$ cat src/rtl/pipeline_mem_arbiter_if.sv
// ---------------------------------------------------------------------------
// pipeline_mem_arbiter_if
//   Bundles the two pipeline request channels (instruction fetch, data
//   memory) and the unified-memory command bus seen by pipeline_mem_arbiter.
//
// Handshake semantics (both request channels):
//   The requester raises *_req together with its address (and, for DM,
//   we/wdata) and holds *_req high until it sees the matching one-cycle
//   *_ready pulse. The arbiter samples requests only while idle, so a
//   request is accepted at the end of an idle cycle with *_req high. The
//   response data (*_rdata) is valid in the *_ready cycle and is held until
//   that requester's next completing read. A *_req still high in the
//   *_ready cycle is not a new request; it is re-evaluated in the following
//   idle cycle. The memory side has no back-pressure: mem_en is a
//   single-cycle command and mem_rdata is valid exactly MEM_LAT cycles later.
//
// Signals
//   if_req, if_addr            IF read request / address
//   if_rdata, if_ready         IF read data / completion pulse
//   dm_req, dm_we, dm_addr,
//   dm_wdata                   DM request, 1 = store, address, store data
//   dm_rdata, dm_ready         DM load data / completion pulse
//   mem_en, mem_we, mem_addr,
//   mem_wdata                  memory command strobe and registered fields
//   mem_rdata                  memory read data
//
// Modports
//   slave   the arbiter's view
//   master  the environment's view (pipeline stages plus memory)
// ---------------------------------------------------------------------------
interface pipeline_mem_arbiter_if #(
  parameter int ADDR_W = 32,
  parameter int DATA_W = 32
);
  // instruction-fetch channel
  logic              if_req;
  logic [ADDR_W-1:0] if_addr;
  logic [DATA_W-1:0] if_rdata;
  logic              if_ready;

  // data-memory channel
  logic              dm_req;
  logic              dm_we;
  logic [ADDR_W-1:0] dm_addr;
  logic [DATA_W-1:0] dm_wdata;
  logic [DATA_W-1:0] dm_rdata;
  logic              dm_ready;

  // unified memory command bus
  logic              mem_en;
  logic              mem_we;
  logic [ADDR_W-1:0] mem_addr;
  logic [DATA_W-1:0] mem_wdata;
  logic [DATA_W-1:0] mem_rdata;

  modport slave (
    input  if_req, if_addr,
    output if_rdata, if_ready,
    input  dm_req, dm_we, dm_addr, dm_wdata,
    output dm_rdata, dm_ready,
    output mem_en, mem_we, mem_addr, mem_wdata,
    input  mem_rdata
  );

  modport master (
    output if_req, if_addr,
    input  if_rdata, if_ready,
    output dm_req, dm_we, dm_addr, dm_wdata,
    input  dm_rdata, dm_ready,
    input  mem_en, mem_we, mem_addr, mem_wdata,
    output mem_rdata
  );
endinterface

$ cat src/rtl/pipeline_mem_arbiter.sv
// ---------------------------------------------------------------------------
// pipeline_mem_arbiter
//   Shares one single-ported memory between the pipeline's instruction-fetch
//   (IF) and data-memory (DM) stages. One access is in flight at a time:
//   grant in IDLE, a single-cycle mem_en command, wait MEM_LAT cycles for
//   mem_rdata, then a one-cycle ready pulse to the granted requester.
//   DM wins ties unless IF has been passed over STARVE_MAX consecutive times.
//
// Parameters
//   ADDR_W      address width
//   DATA_W      data width
//   MEM_LAT     cycles from mem_en to valid mem_rdata (>= 1)
//   STARVE_MAX  consecutive DM grants with IF waiting before IF is forced
//
// Ports
//   clk             clock, rising edge
//   rst             synchronous, active-low reset
//   bus             request channels and memory bus (slave modport)
//   dbg_state       current FSM state (0 IDLE, 1 BUSY_IF, 2 BUSY_DM, 3 DONE)
//   dbg_starve_cnt  current starvation count
//
// Timing of one access granted at the end of IDLE cycle T:
//   T+1          first BUSY cycle, mem_en=1, lat_cnt=0
//   T+1+MEM_LAT  mem_rdata captured, move to DONE
//   T+2+MEM_LAT  DONE: ready pulse, rdata register valid
//   T+3+MEM_LAT  back in IDLE, earliest next grant decision
// ---------------------------------------------------------------------------
module pipeline_mem_arbiter #(
  parameter int ADDR_W     = 32,
  parameter int DATA_W     = 32,
  parameter int MEM_LAT    = 2,
  parameter int STARVE_MAX = 4,
  localparam int SC_W      = (STARVE_MAX < 1) ? 1 : $clog2(STARVE_MAX + 1)
) (
  input  logic                    clk,
  input  logic                    rst,
  pipeline_mem_arbiter_if.slave   bus,
  output logic [1:0]              dbg_state,
  output logic [SC_W-1:0]         dbg_starve_cnt
);

  localparam int LC_W = (MEM_LAT < 1) ? 1 : $clog2(MEM_LAT + 1);

  localparam logic [LC_W-1:0] LAT_LAST   = LC_W'(MEM_LAT);
  localparam logic [SC_W-1:0] STARVE_TOP = SC_W'(STARVE_MAX);

  typedef enum logic [1:0] {
    IDLE    = 2'd0,
    BUSY_IF = 2'd1,
    BUSY_DM = 2'd2,
    DONE    = 2'd3
  } state_t;

  state_t            state;
  logic [LC_W-1:0]   lat_cnt;
  logic [SC_W-1:0]   starve_cnt;

  // Grant decision for the current IDLE cycle, taken from the live requests.
  logic              grant_dm;
  logic              grant_if;
  logic [ADDR_W-1:0] grant_addr;
  logic              grant_we;
  logic [DATA_W-1:0] grant_wdata;
  logic              starve_full;

  assign starve_full = (starve_cnt == STARVE_TOP);

  always_comb begin
    grant_dm    = 1'b0;
    grant_if    = 1'b0;
    grant_addr  = '0;
    grant_we    = 1'b0;
    grant_wdata = '0;
    // DM has priority except when IF is also waiting and has already been
    // passed over STARVE_MAX times in a row.
    if (bus.dm_req && !(bus.if_req && starve_full)) begin
      grant_dm    = 1'b1;
      grant_addr  = bus.dm_addr;
      grant_we    = bus.dm_we;
      grant_wdata = bus.dm_wdata;
    end else if (bus.if_req) begin
      grant_if    = 1'b1;
      grant_addr  = bus.if_addr;
      grant_we    = 1'b0;
      grant_wdata = '0;
    end
  end

  // Single registered FSM; every output is a flop.
  always_ff @(posedge clk) begin
    if (!rst) begin
      state         <= IDLE;
      lat_cnt       <= '0;
      starve_cnt    <= '0;
      bus.mem_en    <= 1'b0;
      bus.mem_we    <= 1'b0;
      bus.mem_addr  <= '0;
      bus.mem_wdata <= '0;
      bus.if_rdata  <= '0;
      bus.if_ready  <= 1'b0;
      bus.dm_rdata  <= '0;
      bus.dm_ready  <= 1'b0;
    end else begin
      // Strobes default low so each is high for exactly one cycle.
      bus.mem_en   <= 1'b0;
      bus.if_ready <= 1'b0;
      bus.dm_ready <= 1'b0;

      case (state)
        IDLE: begin
          if (grant_dm || grant_if) begin
            state         <= grant_dm ? BUSY_DM : BUSY_IF;
            lat_cnt       <= '0;
            bus.mem_en    <= 1'b1;
            bus.mem_we    <= grant_we;
            bus.mem_addr  <= grant_addr;
            bus.mem_wdata <= grant_wdata;
            // Count consecutive DM grants that left IF waiting; any IF grant
            // or an uncontended DM grant restarts the count.
            if (grant_dm && bus.if_req) begin
              if (!starve_full) begin
                starve_cnt <= starve_cnt + 1'b1;
              end
            end else begin
              starve_cnt <= '0;
            end
          end
        end

        BUSY_IF, BUSY_DM: begin
          if (lat_cnt == LAT_LAST) begin
            // mem_rdata is valid this cycle; capture it into the granted
            // requester's register so it is valid alongside ready.
            lat_cnt <= '0;
            state   <= DONE;
            if (state == BUSY_IF) begin
              bus.if_rdata <= bus.mem_rdata;
              bus.if_ready <= 1'b1;
            end else begin
              if (!bus.mem_we) begin
                bus.dm_rdata <= bus.mem_rdata;
              end
              bus.dm_ready <= 1'b1;
            end
          end else begin
            lat_cnt <= lat_cnt + 1'b1;
          end
        end

        DONE: begin
          // Requests still high here are ignored; they are looked at again
          // in the next IDLE cycle.
          state <= IDLE;
        end

        default: begin
          state <= IDLE;
        end
      endcase
    end
  end

  assign dbg_state      = state;
  assign dbg_starve_cnt = starve_cnt;

endmodule

$ cat src/flat_wrapper.sv
// flat-port wrapper written by rule: the top's interface ports become plain ports
module pipeline_mem_arbiter_flat 
#(
  parameter int ADDR_W     = 32,
  parameter int DATA_W     = 32,
  parameter int MEM_LAT    = 2,
  parameter int STARVE_MAX = 4,
  localparam int SC_W      = (STARVE_MAX < 1) ? 1 : $clog2(STARVE_MAX + 1)
)
  (clk, rst, dbg_state, dbg_starve_cnt, bus_if_req, bus_if_addr, bus_if_rdata, bus_if_ready, bus_dm_req, bus_dm_we, bus_dm_addr, bus_dm_wdata, bus_dm_rdata, bus_dm_ready, bus_mem_en, bus_mem_we, bus_mem_addr, bus_mem_wdata, bus_mem_rdata);
  pipeline_mem_arbiter_if #(.ADDR_W(ADDR_W), .DATA_W(DATA_W)) bus_i ();
  input  logic clk;
  input  logic rst;
  output logic [1:0] dbg_state;
  output logic [SC_W-1:0] dbg_starve_cnt;
  input wire logic [$bits(bus_i.if_req)-1:0] bus_if_req;
  input wire logic [$bits(bus_i.if_addr)-1:0] bus_if_addr;
  output wire logic [$bits(bus_i.if_rdata)-1:0] bus_if_rdata;
  output wire logic [$bits(bus_i.if_ready)-1:0] bus_if_ready;
  input wire logic [$bits(bus_i.dm_req)-1:0] bus_dm_req;
  input wire logic [$bits(bus_i.dm_we)-1:0] bus_dm_we;
  input wire logic [$bits(bus_i.dm_addr)-1:0] bus_dm_addr;
  input wire logic [$bits(bus_i.dm_wdata)-1:0] bus_dm_wdata;
  output wire logic [$bits(bus_i.dm_rdata)-1:0] bus_dm_rdata;
  output wire logic [$bits(bus_i.dm_ready)-1:0] bus_dm_ready;
  output wire logic [$bits(bus_i.mem_en)-1:0] bus_mem_en;
  output wire logic [$bits(bus_i.mem_we)-1:0] bus_mem_we;
  output wire logic [$bits(bus_i.mem_addr)-1:0] bus_mem_addr;
  output wire logic [$bits(bus_i.mem_wdata)-1:0] bus_mem_wdata;
  input wire logic [$bits(bus_i.mem_rdata)-1:0] bus_mem_rdata;
  assign bus_i.if_req = bus_if_req;
  assign bus_i.if_addr = bus_if_addr;
  assign bus_if_rdata = bus_i.if_rdata;
  assign bus_if_ready = bus_i.if_ready;
  assign bus_i.dm_req = bus_dm_req;
  assign bus_i.dm_we = bus_dm_we;
  assign bus_i.dm_addr = bus_dm_addr;
  assign bus_i.dm_wdata = bus_dm_wdata;
  assign bus_dm_rdata = bus_i.dm_rdata;
  assign bus_dm_ready = bus_i.dm_ready;
  assign bus_mem_en = bus_i.mem_en;
  assign bus_mem_we = bus_i.mem_we;
  assign bus_mem_addr = bus_i.mem_addr;
  assign bus_mem_wdata = bus_i.mem_wdata;
  assign bus_i.mem_rdata = bus_mem_rdata;
  pipeline_mem_arbiter #(.ADDR_W(ADDR_W), .DATA_W(DATA_W), .MEM_LAT(MEM_LAT), .STARVE_MAX(STARVE_MAX)) u_core (.clk(clk), .rst(rst), .bus(bus_i), .dbg_state(dbg_state), .dbg_starve_cnt(dbg_starve_cnt));
endmodule
$ cat config.mk
export PLATFORM = sky130hd
export DESIGN_NAME = pipeline_mem_arbiter_flat
export DESIGN_NICKNAME = d
export VERILOG_FILES = /design/src/rtl/pipeline_mem_arbiter_if.sv /design/src/rtl/pipeline_mem_arbiter.sv /design/src/flat_wrapper.sv
export SDC_FILE = /design/constraint.sdc
export NUM_CORES = 1
export LEC_CHECK = 0
export BUFFER_PORTS_ARGS = -buffer_cell sky130_fd_sc_hd__buf_2
export CAP_MARGIN = 5
export CORE_MARGIN = 3
export CORE_UTILIZATION = 45
export DETAILED_ROUTE_END_ITERATION = 12
export PLACE_DENSITY = 0.78
export SYNTH_ARGS = -nofsm -noshare
export SYNTH_HDL_FRONTEND = slang
export SYNTH_SLANG_ARGS = --single-unit
$ cat constraint.sdc
create_clock -name clk -period 2 [get_ports clk]
set_input_delay 0.1 -clock clk [delete_from_list [all_inputs] [get_ports clk]]
set_output_delay 0.1 -clock clk [all_outputs]
set_load 0.02 [all_outputs]
# Word level (Yosys, flattened, before mapping)
# Cells that the tools add are included.
[word_totals] reg_bits=139 in_bits=133 output_inout_bits=137 elab_cells=58
[op_classes] n_addsub=2 n_eq_ne=8 mux=19 bitwise_logic=2 n_reduce_logical=16
[op_table] operator="2-to-1 mux 32 bit" n=3
[op_table] operator="2-to-1 mux 2 bit" n=5
[op_table] operator="AND reduction 3 bit" n=3
[op_table] operator="AND reduction 2 bit" n=4
[op_table] operator="2-to-1 mux 1 bit" n=7
[op_table] operator="equality test 2 bit, second input constant" n=3
[op_table] operator="2-to-1 mux 3 bit" n=2
[op_table] operator="one-hot mux 2 bit (3 select lines)" n=1
[op_table] operator="inequality test 2 x 1 -> 1 bit, second input constant" n=2
[op_table] operator="one-hot mux 2 bit (2 select lines)" n=1
[op_table] operator="AND reduction 4 bit" n=1
[op_table] operator="adder 3 x 1 -> 3 bit, second input constant" n=1
[op_table] operator="equality test 3 bit, second input constant" n=1
[op_table] operator="logical AND 1 bit" n=3
[op_table] operator="adder 2 x 1 -> 2 bit, second input constant" n=1
[op_table] operator="equality test 2 x 1 -> 1 bit, second input constant" n=1
[op_table] operator="logical NOT 2 bit" n=1
[op_table] operator="inequality test 2 bit, second input constant" n=1
[op_table] operator="NOT 1 bit" n=2
[op_table] operator="nonzero test 2 bit" n=1
[op_table] operator="OR reduction 2 bit" n=1
[op_table] operator="logical NOT 1 bit" n=1
[op_table] operator="logical OR 1 bit" n=1

# Logic depth before layout (Yosys ltp)
[logic_depth] ltp_word=8 depth_mapped=8 depth_no_buf=6

# Worst setup path before layout
# Ideal clock, no wire load.
[synth_timing] path_kind="register to register" start="reg u_core.state[0], in the netlist u_core.dbg_state[0]" end="reg u_core.bus.dm_rdata[10]" setup_ps=116 t_arrival_ps=1484 required_time_ps=1884 slack_ps=399 path_stages_with_launch=8 n_path_buf=2 period_less_slack_ps=1601 cell_sequence="dfxtp_1 inv_1 ha_1 and3_1 buf_4 buf_6 nand2_1 a21boi_1"
[synth_via] elab_chain_len=3 elab_cells_between_ends=5 classes_between="eq/ne (2); bitwise (1); reduce/logical (2)"
[synth_lines] item="from (decl)" line_no="pipeline_mem_arbiter.sv:54" text="state_t state;"
[synth_lines] item="from (signal assigned)" line_no="pipeline_mem_arbiter.sv:112" text="state <= grant_dm ? BUSY_DM : BUSY_IF;"
[synth_lines] item="equality test 2 bit / equality test 2 x 1 -> 1 bit (equally long branches)" line_no="pipeline_mem_arbiter.sv:109, pipeline_mem_arbiter.sv:136"
[synth_lines] item="OR reduction 2 bit / NOT 1 bit (equally long branches)"
[synth_lines] item="AND reduction 4 bit (no source line) (*)"
[synth_lines] item="to (signal assigned)" line_no="pipeline_mem_arbiter.sv:141" text="bus.dm_rdata <= bus.mem_rdata;"
[synth_lines] item="to (decl)" line_no="pipeline_mem_arbiter_if.sv:60" text="output dm_rdata, dm_ready,"
# Mark *: on every way between the ends. The rest lies on a longest branch, timed or not.
# A chain may end at the register's enable or synchronous reset.

# Worst setup path in the final report
[layout_timing] start="reg u_core.state[1], in the netlist u_core.dbg_state[1]" end="reg u_core.bus.mem_wdata[22]"
[layout_via] elab_chain_len=2
[layout_lines] item="logical NOT 2 bit" line_no="pipeline_mem_arbiter.sv:109" text="case (state)"
[layout_lines] item="AND reduction 2 bit (no source line)"
[layout_lines] item="to (signal assigned)" line_no="pipeline_mem_arbiter.sv:117" text="bus.mem_wdata <= grant_wdata;"
[layout_lines] item="to (decl)" line_no="pipeline_mem_arbiter_if.sv:61" text="output mem_en, mem_we, mem_addr, mem_wdata,"
# No other way between the ends.

==> results.json <==
{
  "outcome": "complete, no violations",
  "synth_top_area_share_pct": 49.6,
  "cp_max_fo": 33,
  "worst_pin_slew_ps": 1020,
  "start_util_pct": 46.3,
  "worstSetupPathType": "reg2reg",
  "period_minus_slack_ps": 1830,
  "p_int_mw": 6.42,
  "timing.reg2reg.setup_slack_ps": 170,
  "antenna_cells": 0,
  "p_leak_nw": 3.96,
  "grt_pass1_vias": 6273,
  "io_pins": 270,
  "maxCapViolCount": 0,
  "die_x_um": 118,
  "power.density_nw_per_um2": 1080,
  "cp_data_arrival_time_ps": 2170,
  "crit_slowest_cell": "ha_1",
  "hold_violations": 0,
  "n_fill_cell": 859,
  "io_buffers": 269,
  "grt-ovfl-total": 0,
  "netlist_instances": 635,
  "syn-num-nets": 774,
  "totalWireLength_um": 19500,
  "min_path_type": "in2reg",
  "fin_tns_setup_ps": 0,
  "place_hpwl_um": 10500,
  "rows": 40,
  "slew_viol_final": 0,
  "grt.total_usage_pct": 27.7,
  "synth-main-ff-cell": "dfxtp_1",
  "yosysMostFrequentCell": "nand2_1",
  "p_comb_share_pct": 29.7,
  "max_slew_margin_pct": 31.8,
  "finalSetupViolations": 0,
  "numClockSinks": 139,
  "clk_pin_slew_ps": 60,
  "ir_drop_v": 0.000572,
  "period_share_pct": 91.6,
  "switching_share_pct": 32.9,
  "routedWlPerCell_um": 16.4,
  "area_growth_pct": 58.7,
  "dr.pass1.iters": 5,
  "ys_types": 34,
  "fin_nets": 1148,
  "place_area_um2": 6970,
  "vias": 6191,
  "fin_area_um2": 8900,
  "cp_cell_sequence": "inv_1 -> ha_1 -> and3_1 -> buf_4 -> a22oi_1 -> nor2b_1",
  "seqPwrFrac_pct": 35.2,
  "postCtsSetupRepairBufs": 0,
  "yosysTopAreaCell": "dfxtp_1",
  "cts_root_buffer": "clkbuf_16",
  "drtIter0Drc": 476,
  "detail_route.vias_per_cell": 5.20,
  "antenna_found_initial": 0,
  "critPathLaunchType": "register",
  "core_um2": 12100,
  "clk_latency_ps": 410,
  "cp-end-kind": "register",
  "synth_area_um2": 5610,
  "reg2reg_from": "u_core.dbg_state[1]",
  "drcViolationCount": 0,
  "worstPathRequired_ps": 2340,
  "holdPathEnd": "u_core.bus.mem_addr[9]",
  "synth-async-reset-ratio_pct": 0,
  "clockBufferDepth": 2,
  "hold_start": "rst",
  "htree_levels": 4,
  "ant_nets": 0,
  "cts_tree": "built",
  "yosysSeqAreaShare_pct": 49.6,
  "fp.dieH_um": 118,
  "r2r_cells": 6,
  "clock.fmax_mhz": 546,
  "drive_gt1_share_pct": 31.9,
  "yosys_warnings": 0,
  "max_stage_delay_ps": 360,
  "clock_power_share_pct": 35.1,
  "yosys-top-cells-area": "dfxtp_1 50%, nand2_1 11%, a21boi_1 8.0%",
  "grt_setup_unrepaired": "no",
  "gp_congestion": 0.804,
  "finClkSkew_ps": 8.31,
  "synthTopCellsByCount": "164 x nand2_1, 139 x dfxtp_1, 60 x a21boi_1, 39 x nor2b_1, 34 x nand3_1",
  "die-area_um2": 13800,
  "p_sw_mw": 3.15,
  "cts_buffers": 17,
  "grt_max_degree": 83,
  "avgSynthCellArea_um2": 8.83,
  "min_path_cells": 3,
  "grt_pass1_wl_um": 31400,
  "synth-seq-cells": 139,
  "r2r-end": "u_core.bus.mem_wdata[22]",
  "synth_edf_count": 0
}
[flip-flops by register name, summed over array words and instances (netlist names)]
register / cells
u_core.bus.dm_rdata: 32
u_core.bus.if_rdata: 32
u_core.bus.mem_addr: 32
u_core.bus.mem_wdata: 32
u_core.dbg_starve_cnt: 3
u_core.dbg_state: 2
u_core.lat_cnt: 2
u_core.bus.dm_ready: 1
u_core.bus.if_ready: 1
u_core.bus.mem_en: 1
u_core.bus.mem_we: 1
[how the worst max path moves through the flow]
stage / from / end / cells after the start
6_report: u_core.dbg_state[1] / u_core.bus.mem_wdata[22] / 6
3_5_place_dp: u_core.dbg_state[0] / u_core.bus.mem_wdata[22] / 6
5_1_grt: u_core.dbg_state[1] / u_core.bus.mem_wdata[30] / 6
4_1_cts: u_core.dbg_state[1] / u_core.bus.mem_wdata[22] / 6
3_3_place_gp: u_core.dbg_state[1] / u_core.bus.mem_wdata[25] / 6
2_1_floorplan: u_core.dbg_state[0] / u_core.bus.dm_rdata[10] / 7
[cell families after synthesis]
kind of cell / Yosys count / share of synthesized area, %
simple gates: 253 / 20.4
mux: 3 / 0.535
flops: 139 / 49.6
fa+ha+maj: 6 / 1.34
compound gates: 174 / 21.8
buf+inv: 60 / 6.29
[worst max-delay path, delay by kind of cell (launching register included)]
kind | cells | cell delay (ps)
AO/OA/AOI/OAI | 1 | 180
adder cells (fa/ha/maj) | 1 | 360
flip-flops | 1 | 320
buffers and inverters | 2 | 470
AND/OR/NAND/NOR | 2 | 400
[area by class of cell]
type / instances / area, um2 / area share (%)
flip-flops and latches: 139 / 2780 / 31.3
inverters: 5 / 18.8 / 0.211
well taps: 168 / 210 / 2.36
multi-input cells: 436 / 2470 / 27.8
clock buffers: 20 / 467 / 5.24
repair buffers: 410 / 2780 / 31.2
clock inverters: 12 / 169 / 1.90
[cells in the final DEF, fill, tap and decap left out, types with 4 or more instances in the layout]
cell and n:
a31oi_1 33, inv_1 5, bufinv_16 4, dlygate4sd3_1 129
a21boi_1 60, clkbuf_16 17, nor2b_1 39, a22oi_1 28
a21boi_0 4, dfxtp_1 139, buf_12 4, o21ai_0 33
a22oi_2 7, nand3_1 34, buf_2 268, clkinv_2 5
nand2_1 164, buf_4 9, ha_1 6
[stage by stage]
step	std cells	hold WS (ps)	total power [mW]	utilization, %	setup slack (ps)
6_report	1190	104	9.57	73.5	168
5_1_grt	1190	114	9.98	73.5	75.3
4_1_cts	1190	95.0	9.48	73.5	278
3_5_place_dp	1029	356	5.95	57.6	294
3_3_place_gp	1029	353	5.91	57.6	413
2_1_floorplan	635	235	5.27	-	399
[power by group through the flow]
| stage | clock [mW] | sequential, mW | combinational (mW) |
|---|---|---|---|
| floorplan | 0 | 3.83 | 1.44 |
| global placement | 0 | 3.38 | 2.53 |
| detailed placement | 0 | 3.39 | 2.56 |
| CTS | 3.39 | 3.35 | 2.75 |
| global route | 3.51 | 3.40 | 3.06 |
| finish | 3.36 | 3.37 | 2.84 |
[per-layer routing]
layer  part of all wire [%]  vias to the layer above  wire length, um  global-route usage [%]
met5                      0                        -                0                       0
met4                    4.1                        0              807                    14.1
met1                     38                     2864             7320                    30.6
li1                       -                     2907                -                       -
met2                     49                      353             9610                    47.6
met3                    8.8                       67             1720                    9.32
[timing repair]
| item | CTS | global route |
|---|---|---|
| hold buffers | 129 | 0 |
| resized for setup | 0 | 0 |
| hold endpoints to repair | 129 | 0 |
Note: power is estimated with default switching activity, not from simulation.
